## src/rtl/seq_alu_if.sv

```systemverilog
// seq_alu request/response bundle.
// Master issues ops; slave is the ALU.
interface seq_alu_if #(
  parameter int W = 8
);
  logic         start;
  logic [2:0]   opcode;
  logic         func;
  logic [W-1:0] input_a;
  logic [W-1:0] input_b;
  logic         ready;
  logic         done;
  logic [W-1:0] alu_out;
  logic         carry_out;
  logic         branch_taken;
  logic         branch_skip;
  logic         halt;

  modport master (
    output start, opcode, func, input_a, input_b,
    input  ready, done, alu_out, carry_out,
    input  branch_taken, branch_skip, halt
  );

  modport slave (
    input  start, opcode, func, input_a, input_b,
    output ready, done, alu_out, carry_out,
    output branch_taken, branch_skip, halt
  );
endinterface

```

## src/rtl/seq_alu.sv

```systemverilog
// Multi-cycle parametrised ALU: single-cycle ops plus
// iterative 1-bit-per-cycle rotate, with start/ready/done.
module seq_alu #(
  parameter int W       = 8,
  parameter int SHAMT_W = $clog2(W)
) (
  input  logic  Clk,
  input  logic  Reset,
  seq_alu_if.slave bus
);
  typedef enum logic {IDLE, BUSY} state_t;

  localparam logic [2:0] OP_ADD = 3'd0;
  localparam logic [2:0] OP_MOV = 3'd1;
  localparam logic [2:0] OP_ROT = 3'd2;
  localparam logic [2:0] OP_LW  = 3'd3;
  localparam logic [2:0] OP_SW  = 3'd4;
  localparam logic [2:0] OP_XOR = 3'd5;
  localparam logic [2:0] OP_AND = 3'd6;
  localparam logic [2:0] OP_BNE = 3'd7;

  state_t state, state_n;
  logic [W-1:0] work, work_n;
  logic [W-1:0] out_q, out_n;
  logic [SHAMT_W-1:0] cnt, cnt_n, amt;
  logic dir, dir_n;
  logic carry_q, carry_n;
  logic taken_q, taken_n;
  logic skip_q, skip_n;
  logic halt_q, halt_n;
  logic done_q, done_n;
  logic [W:0] sum;
  logic [W-1:0] rot1;

  assign amt  = bus.input_b[SHAMT_W-1:0];
  assign sum  = {1'b0, bus.input_a} + {1'b0, bus.input_b};
  assign rot1 = dir ? {work[0], work[W-1:1]}
                    : {work[W-2:0], work[W-1]};

  assign bus.ready        = (state == IDLE) && !Reset;
  assign bus.done         = done_q;
  assign bus.alu_out      = out_q;
  assign bus.carry_out    = carry_q;
  assign bus.branch_taken = taken_q;
  assign bus.branch_skip  = skip_q;
  assign bus.halt         = halt_q;

  always_comb begin
    state_n = state;
    work_n  = work;
    cnt_n   = cnt;
    dir_n   = dir;
    out_n   = out_q;
    carry_n = carry_q;
    taken_n = taken_q;
    skip_n  = skip_q;
    halt_n  = halt_q;
    done_n  = 1'b0;
    unique case (state)
      IDLE: begin
        if (bus.start) begin
          if (bus.opcode == OP_ROT && amt != '0) begin
            work_n  = bus.input_a;
            cnt_n   = amt;
            dir_n   = bus.func;
            state_n = BUSY;
          end else begin
            done_n  = 1'b1;
            out_n   = '0;
            carry_n = 1'b0;
            taken_n = 1'b0;
            skip_n  = 1'b0;
            halt_n  = 1'b0;
            case (bus.opcode)
              OP_ADD: {carry_n, out_n} = sum;
              OP_MOV: out_n = bus.input_b;
              OP_ROT: begin
                out_n  = bus.input_a;
                halt_n = (bus.input_b == '0);
              end
              OP_SW:  out_n = bus.input_a;
              OP_XOR: out_n = bus.input_a ^ bus.input_b;
              OP_AND: out_n = bus.input_a & bus.input_b;
              OP_BNE: begin
                taken_n = (bus.input_a != bus.input_b);
                skip_n  = (bus.input_a == bus.input_b);
              end
              default: out_n = '0;
            endcase
          end
        end
      end
      BUSY: begin
        work_n = rot1;
        cnt_n  = cnt - 1'b1;
        if (cnt == 1) begin
          out_n   = rot1;
          carry_n = 1'b0;
          taken_n = 1'b0;
          skip_n  = 1'b0;
          halt_n  = 1'b0;
          done_n  = 1'b1;
          state_n = IDLE;
        end
      end
      default: state_n = IDLE;
    endcase
  end

  always_ff @(posedge Clk) begin
    if (Reset) begin
      state   <= IDLE;
      work    <= '0;
      cnt     <= '0;
      dir     <= 1'b0;
      out_q   <= '0;
      carry_q <= 1'b0;
      taken_q <= 1'b0;
      skip_q  <= 1'b0;
      halt_q  <= 1'b0;
      done_q  <= 1'b0;
    end else begin
      state   <= state_n;
      work    <= work_n;
      cnt     <= cnt_n;
      dir     <= dir_n;
      out_q   <= out_n;
      carry_q <= carry_n;
      taken_q <= taken_n;
      skip_q  <= skip_n;
      halt_q  <= halt_n;
      done_q  <= done_n;
    end
  end
endmodule

```

## src/flat_wrapper.sv

```systemverilog
// flat-port wrapper written by rule: the top's interface ports become plain ports
module seq_alu_flat 
#(
  parameter int W       = 8,
  parameter int SHAMT_W = $clog2(W)
)
  (Clk, Reset, bus_start, bus_opcode, bus_func, bus_input_a, bus_input_b, bus_ready, bus_done, bus_alu_out, bus_carry_out, bus_branch_taken, bus_branch_skip, bus_halt);
  seq_alu_if #(.W(W)) bus_i ();
  input  logic Clk;
  input  logic Reset;
  input wire logic [$bits(bus_i.start)-1:0] bus_start;
  input wire logic [$bits(bus_i.opcode)-1:0] bus_opcode;
  input wire logic [$bits(bus_i.func)-1:0] bus_func;
  input wire logic [$bits(bus_i.input_a)-1:0] bus_input_a;
  input wire logic [$bits(bus_i.input_b)-1:0] bus_input_b;
  output wire logic [$bits(bus_i.ready)-1:0] bus_ready;
  output wire logic [$bits(bus_i.done)-1:0] bus_done;
  output wire logic [$bits(bus_i.alu_out)-1:0] bus_alu_out;
  output wire logic [$bits(bus_i.carry_out)-1:0] bus_carry_out;
  output wire logic [$bits(bus_i.branch_taken)-1:0] bus_branch_taken;
  output wire logic [$bits(bus_i.branch_skip)-1:0] bus_branch_skip;
  output wire logic [$bits(bus_i.halt)-1:0] bus_halt;
  assign bus_i.start = bus_start;
  assign bus_i.opcode = bus_opcode;
  assign bus_i.func = bus_func;
  assign bus_i.input_a = bus_input_a;
  assign bus_i.input_b = bus_input_b;
  assign bus_ready = bus_i.ready;
  assign bus_done = bus_i.done;
  assign bus_alu_out = bus_i.alu_out;
  assign bus_carry_out = bus_i.carry_out;
  assign bus_branch_taken = bus_i.branch_taken;
  assign bus_branch_skip = bus_i.branch_skip;
  assign bus_halt = bus_i.halt;
  seq_alu #(.W(W), .SHAMT_W(SHAMT_W)) u_core (.Clk(Clk), .Reset(Reset), .bus(bus_i));
endmodule
```

## config.mk

```make
export PLATFORM = sky130hd
export DESIGN_NAME = seq_alu_flat
export DESIGN_NICKNAME = d
export VERILOG_FILES = /design/src/rtl/seq_alu_if.sv /design/src/rtl/seq_alu.sv /design/src/flat_wrapper.sv
export SDC_FILE = /design/constraint.sdc
export NUM_CORES = 1
export LEC_CHECK = 0
export CAP_MARGIN = 5
export CORE_UTILIZATION = 40
export CTS_BUF_LIST = sky130_fd_sc_hd__clkbuf_8
export CTS_CLUSTER_DIAMETER = 60
export DETAILED_ROUTE_END_ITERATION = 16
export GPL_ROUTABILITY_DRIVEN = 0
export GPL_TIMING_DRIVEN = 0
export PLACE_DENSITY = 0.62
export SLEW_MARGIN = 20
export SYNTH_ARGS = -nofsm -noshare
export SYNTH_HDL_FRONTEND = slang
export SYNTH_SLANG_ARGS = --single-unit
```

## constraint.sdc

```tcl
create_clock -name Clk -period 2.4 [get_ports Clk]
set_clock_uncertainty 0.2 [all_clocks]
set_input_delay 0.24 -clock Clk [delete_from_list [all_inputs] [get_ports Clk]]
set_output_delay 0.24 -clock Clk [all_outputs]
set_load 0.01 [all_outputs]
```

[After elaboration in Yosys (flattened, before gate mapping)]
Cells that the tools add are included.
Widths: inputs -> output; s select.
Cells by class
  add/subtract/negate cells: 2
  eq/ne operators: 13
  bitwise logic cells: 3
  multiplexer cells: 37
  reductions and logical operators: 10
Operator list (count)
  $mux 8: 6
  $pmux 8 s5: 1
  $pmux 8 s2: 2
  $mux 1: 19
  $eq 3x3->1 const B: 4
  $pmux 1 s2: 6
  $add 8x8->9: 1
  $and 8x8->8: 1
  $eq 8x8->1: 1
  $logic_not 8->1: 1
  $ne 2x2->1 const B: 4
  $ne 8x8->1: 1
  $xor 8x8->8: 1
  $eq 3x1->1 const B: 2
  $mux 3: 2
  $pmux 3 s2: 1
  $reduce_and 3->1: 2
  $eq 3x2->1 const B: 1
  $logic_not 3->1: 1
  $reduce_bool 3->1: 1
  $sub 3x1->3 const B: 1
  $logic_and 1x1->1: 2
  $reduce_and 2->1: 1
  $reduce_or 2->1: 1
  other kinds (2): 2
Word-level totals
  logic and storage cells: 75
  output and inout port bits: 14
  register bits after elaboration: 26
  bits of input ports: 23

[Logic depth before layout (Yosys ltp)]
Gate-level depths: netlist of the first run.
  depth after elaboration: 6
  depth in mapped cells: 7
  mapped depth without buffers: 6

[Worst setup path after synthesis of the first run]
Ideal clock, no wire load.
  path kind: input to register
  start point: input bus_input_b[1]
  end point: register u_core.out_q[6] (netlist: u_core.bus.alu_out[6])
  path slack: 0.308 ns
  data arrival time: 1.759 ns
  buffers on the path: 1
  setup time: 0.132 ns
  cell stages on the path: 7
  data required time: 2.068 ns
  cell sequence: ha_1 buf_6 a211o_1 a2111oi_4 nor4_1 o311ai_1 a21oi_1
On the way
  word-level cells in the longest chain between the ends: 5
  elaborated cells between the ends (all ways): 9
  those cells by class: add/sub (1); eq/ne (1); mux (4); reduce/logical (3)
Ends and longest elaborated chain
  start, declared: RTL line flat_wrapper.sv:15  | input wire logic [$bits(bus_i.input_b)-1:0] bus_input_b;
  $add 8x8->9: RTL line seq_alu.sv:36  | assign sum = {1'b0, bus.input_a} + {1'b0, bus.input_b};
  $pmux 8 s5: RTL line seq_alu.sv:74  | case (bus.opcode)
  $mux 8: RTL line seq_alu.sv:62  | if (bus.opcode == OP_ROT && amt != '0) begin
  $mux 8: RTL line seq_alu.sv:61  | if (bus.start) begin
  $pmux 8 s2: RTL line seq_alu.sv:59  | unique case (state)
  end signal, assigned: RTL line seq_alu.sv:127  | out_q <= out_n;
  end, declared: RTL line seq_alu.sv:24  | logic [W-1:0] out_q, out_n;
Several ways; a longest one is shown, not always the timed one. The select of a mux whose other input is x is not followed.
A chain may end at the register's enable or synchronous reset.

[Worst setup path in the final report of the first run]
Ends and elaborated chain as after synthesis.

==> results of run 1 <==
==> through the flow <==
| step | hold WS, ps | instances | setup WS, ps | TNS, ps |
|---|---|---|---|---|
| finish | 169 | 377 | 61.4 | 0 |
| global route | 206 | 377 | -99.3 | -103 |
| CTS | 183 | 377 | 47.3 | 0 |
| detailed placement | 244 | 373 | -475 | -2370 |
| global placement | 238 | 373 | -482 | -2540 |
| floorplan | 184 | 270 | 308 | 0 |
==> worst max-delay path, cell delays in order <==
cell	delay, ps
dlygate4sd2_1	320
ha_1	330
buf_6	140
a211o_1	350
a2111oi_4	440
nor4_1	80
o311ai_1	300
a21oi_1	100
==> power by group through the flow <==
stage                     clock [W]  combinational, W  sequential (W)
after floorplan                   0          0.000232        0.000479
after global placement            0          0.000367        0.000477
after detailed placement          0          0.000368        0.000477
after CTS                  0.000389          0.000368        0.000468
after global routing       0.000408          0.000412        0.000470
final                      0.000384          0.000374        0.000467
==> cell type report <==
class	instances	area [um^2]	share of cell area
buffer	21	111	0.0425
timing repair buffer	33	329	0.125
inverter	3	11.3	0.00429
tap	70	87.6	0.0334
clock buffer	3	41.3	0.0157
multi-input combinational	220	1490	0.569
sequential	26	520	0.198
clock inverter	1	30.0	0.0115
==> metal layers <==
metal / vias to the layer above / global-route usage / wire (um)
li1: 1085 / - / -
met1: 1040 / 0.340 / 2950
met2: 83 / 0.400 / 2910
met3: 10 / 0.0308 / 399
met4: 0 / 0.0608 / 97
met5: - / 0 / 0
==> placed cells by master, fill, tap and decap left out, types with 5 or more instances in the layout <==
cell,Yosys,layout
nor2_1,23,23
o21ai_0,12,12
a211oi_1,9,8
mux2_2,9,9
a311oi_1,5,5
clkbuf_1,8,5
clkdlybuf4s50_1,0,29
nand2b_1,8,8
nor2b_1,6,6
buf_2,8,8
a21oi_1,30,30
nand2_1,30,30
mux2i_1,10,10
ha_1,11,10
nand3_1,8,8
dfxtp_1,26,26
==> worst paths after layout <==
check | end | slack [ps] | cells past startpoint
setup / recovery | u_core.bus.alu_out[6] | 60 | 8
hold / removal | u_core.bus.alu_out[3] | 170 | 2
hold reg to reg | u_core.bus.halt | 250 | 2
setup reg to reg | u_core.bus.alu_out[6] | 470 | 6
==> kinds of logic after synthesis <==
| group | count (synthesis) |
|---|---|
| AO/OA/AOI/OAI | 88 |
| XOR/XNOR | 3 |
| adder cells (fa/ha/maj) | 11 |
| buffers and inverters | 24 |
| flip-flops | 26 |
| multiplexers | 19 |
| AND/OR/NAND/NOR | 99 |
==> repair_timing <==
| action | in CTS | in global routing |
|---|---|---|
| gates cloned | 0 | 0 |
| setup endpoints to repair | 3 | 4 |
| pin swaps | 1 | 0 |
| resized for setup | 4 | 8 |
==> results.ini, run 1 <==
[run_status]
status=completed

[finish]
fin_nets=342
design_area_um2=2620
final_util=0.513
fillCellCount=524
layout-drive-gt1-share=0.117
antenna_cells=0
syn_to_final_growth_pct=23.9

[logic_synthesis]
syn_nets=304
avgSynthCellArea_um2=7.84
synth_mux_area_frac=0.0952
synth-xor-area-share=0.0124
ys_top_cells_by_area=dfxtp_1 25%, a21oi_1 7.1%, ha_1 6.5%
yosys.area_share.simple=0.234
synth_largest_area_cell=dfxtp_1
synth_seq_cells=26
ys_warn_count=0
synth-compound-area-share=0.291
synth_area_um2=2120
synth_top_flop_cell=dfxtp_1
synth_fa_ha_area_frac=0.0650
synth_top_area_frac=0.246
synth_edf_count=0
synth_top_family_by_area=compound AO/OA/AOI/OAI gates
yosysUniqueCellTypes=54
syn_inst=270
synth_common_cells=30 x a21oi_1, 30 x nand2_1, 26 x dfxtp_1
async_reset_ff_frac=0
yosysSeqAreaShare=0.246

[detailed_routing]
finalWirelength_um=6360
drc_errors=0
drt_iter0_markers=156
dr.pass1.iters=4
vias_per_cell=5.88
antenna_left=0
num_vias=2218
post_drt_wl_per_cell_um=16.9

[clocking]
root_buffer=clkbuf_8
ctsHoldBuffers=0
tritoncts=done
cts_setup_buffers=0
clock_sinks=26
cts.htree.levels=1
path_clk_slew_ps=110
clk_latency_ps=290
cts_buffers=3
clockBufferDepth=2

[power_and_ir_drop]
comb_power_share=0.305
p_sw_frac=0.308
peakVddDrop_mv=0.202
p_clk_frac=0.313
p_switching_w=0.000378
internal_power_w=0.000848
powerDensity_nw_per_um2=467
total_power_w=0.00123
pwr-share-seq=0.381
power.leakage_nw=0.965

[timing]
fin_crit_sh=0.974
grt_setup_unrepaired=true
max-slew-margin-rel=0.601
max_clock_freq_mhz=428
period_minus_slack_ps=2340
tightest_slew_ps=593
maxSlewViolCount=0
finalSetupViolCount=0
hold_violations=0

[floorplan]
die_h_um=74.8
die_w_um=74.8
start_util=0.415
core_area_um2=5110
die_area_um2=5590
io_pins=37
num_rows=26

[placed_design]
io_buffers=33
placed_area_um2=2530
dp_hpwl_um=5030

[global_routing]
first_global_vias=2066
antenna_found_initial=0
globalRoute.totalOverflow=0
grt_max_degree=16
grt_pass1_wl_um=10300
track_usage=0.244

[worst_hold_path]
hp-start=Reset
worstHoldPathType=in -> reg

[job]
drv_cap=0

[setup_path]
r2r_start=u_core.dir
critPathLaunch=bus_input_b[1]
critPathKind=in -> reg
start_kind=primary input
critical_path.max_fanout=7
critPathArrivalTime_ps=2290
required_ps=2350
critPathCaptureType=flop

No activity file was read; power rests on OpenSTA's default activity.
==> inputs of run 2 (changes only) <==
--- a/config.mk
+++ b/config.mk
@@ -7,8 +7,8 @@
 export LEC_CHECK = 0
 export CAP_MARGIN = 5
 export CORE_UTILIZATION = 40
-export CTS_BUF_LIST = sky130_fd_sc_hd__clkbuf_8
-export CTS_CLUSTER_DIAMETER = 60
+export CTS_BUF_LIST = sky130_fd_sc_hd__clkbuf_2
+export CTS_CLUSTER_DIAMETER = 80
 export DETAILED_ROUTE_END_ITERATION = 16
 export GPL_ROUTABILITY_DRIVEN = 0
 export GPL_TIMING_DRIVEN = 0
==> results.ini, run 2 (synthesized netlist as in run 1, its figures left out) <==
[detailed_routing]
vias_per_cell=5.86
num_vias=2209
finalWirelength_um=6320
antenna_left=0
dr.pass1.iters=4
drt_iter0_markers=203
drc_errors=0
post_drt_wl_per_cell_um=16.8

[timing]
fin_crit_sh=0.920
finalSetupViolCount=0
fin_tns_setup_ps=0
grt_setup_unrepaired=false
hold_violations=0
max_clock_freq_mhz=453
maxSlewViolCount=0
tightest_slew_ps=639
period_minus_slack_ps=2210
max-slew-margin-rel=0.570

[finish]
fillCellCount=531
multiInputGateArea_um2=1480
layout-drive-gt1-share=0.111
fin_nets=342
seq_area_um2=522
final_util=0.508
syn_to_final_growth_pct=22.6
most-common-layout-cells=30 x nand2_1, 30 x a21oi_1, 29 x clkdlybuf4s50_1
antenna_cells=0

[setup_path]
critical_path.max_fanout=6
required_ps=2530
critPathLaunch=bus_input_a[2]
reg2regPathDepth=6
critPathArrivalTime_ps=2340
critPathCaptureType=flop
critPathKind=in -> reg
start_kind=primary input
r2r_start=u_core.state
r2r_slack_ps=450

[clocking]
clk_latency_ps=390
cts.htree.levels=1
clockBufferDepth=2
path_clk_slew_ps=290
root_buffer=clkbuf_2
clock_sinks=26
tritoncts=done
cts_buffers=3

[power_and_ir_drop]
power.leakage_nw=0.967
total_power_w=0.00114
peakVddDrop_mv=0.192
powerDensity_nw_per_um2=438

[floorplan]
die_area_um2=5590
die_w_um=74.8
io_pins=37
die_h_um=74.8
num_rows=26
core_area_um2=5110
start_util=0.415

[global_routing]
first_global_vias=2077
grt_pass1_wl_um=10200
antenna_found_initial=0
grt_max_degree=16
globalRoute.totalOverflow=0
track_usage=0.243

[placed_design]
dp_hpwl_um=5030
io_buffers=33

[job]
drv_cap=0

[run_status]
status=completed

[worst_hold_path]
hp-start=Reset
whs_path_depth=2
worstHoldPathType=in -> reg

## run 2: timing repair
| action | CTS | global route |
|---|---|---|
| buffers inserted | 0 | 1 |
| resized for setup | 2 | 5 |
| hold buffers | 0 | 0 |
| endpoints found under the setup margin | 2 | 4 |
| pin swaps | 1 | 2 |
| gates cloned | 0 | 0 |
## run 2: worst paths after layout
check | endpoint
hold / removal | u_core.bus.alu_out[3]
setup reg to reg | u_core.bus.alu_out[7]
setup / recovery | u_core.bus.alu_out[6]
hold reg to reg | u_core.bus.halt
## run 2: layout make-up
class	instances	area share
timing repair buffer	34	0.133
clock inverter	1	0.0116
inverter	3	0.00434
clock buffer	3	0.00579
sequential	26	0.201
buffer	20	0.0405
multi-input combinational	220	0.570
tap	70	0.0338
## run 2: power by group
part           internal, W  switching (W)
Clock             0.000143       0.000151
Sequential        0.000455      0.0000156
Combinational     0.000172       0.000200
Total             0.000771       0.000367
## run 2: per-layer routing
| layer | track usage | wire (um) |
|---|---|---|
| met1 | 0.337 | 2980 |
| met2 | 0.394 | 2840 |
| met3 | 0.0361 | 365 |
| met4 | 0.0650 | 133 |
| met5 | 0 | 0 |
## run 2: critical path, cell delays in order
cell             delay [ps]
clkdlybuf4s50_1         540
ha_2                    340
o21a_1                  240
a2111oi_4               420
buf_4                   180
and3_1                  150
o311ai_1                100
a21oi_1                 130
## run 2: through the flow
step	instance area, um^2	setup WS (ps)	hold slack, ps	std cells
after floorplan	2120	308	184	270
after CTS	2580	30.1	20.9	376
after global placement	2530	-482	238	373
after detailed placement	2530	-475	244	373
final	2590	191	49.6	377
after global routing	2590	57.9	23.3	377
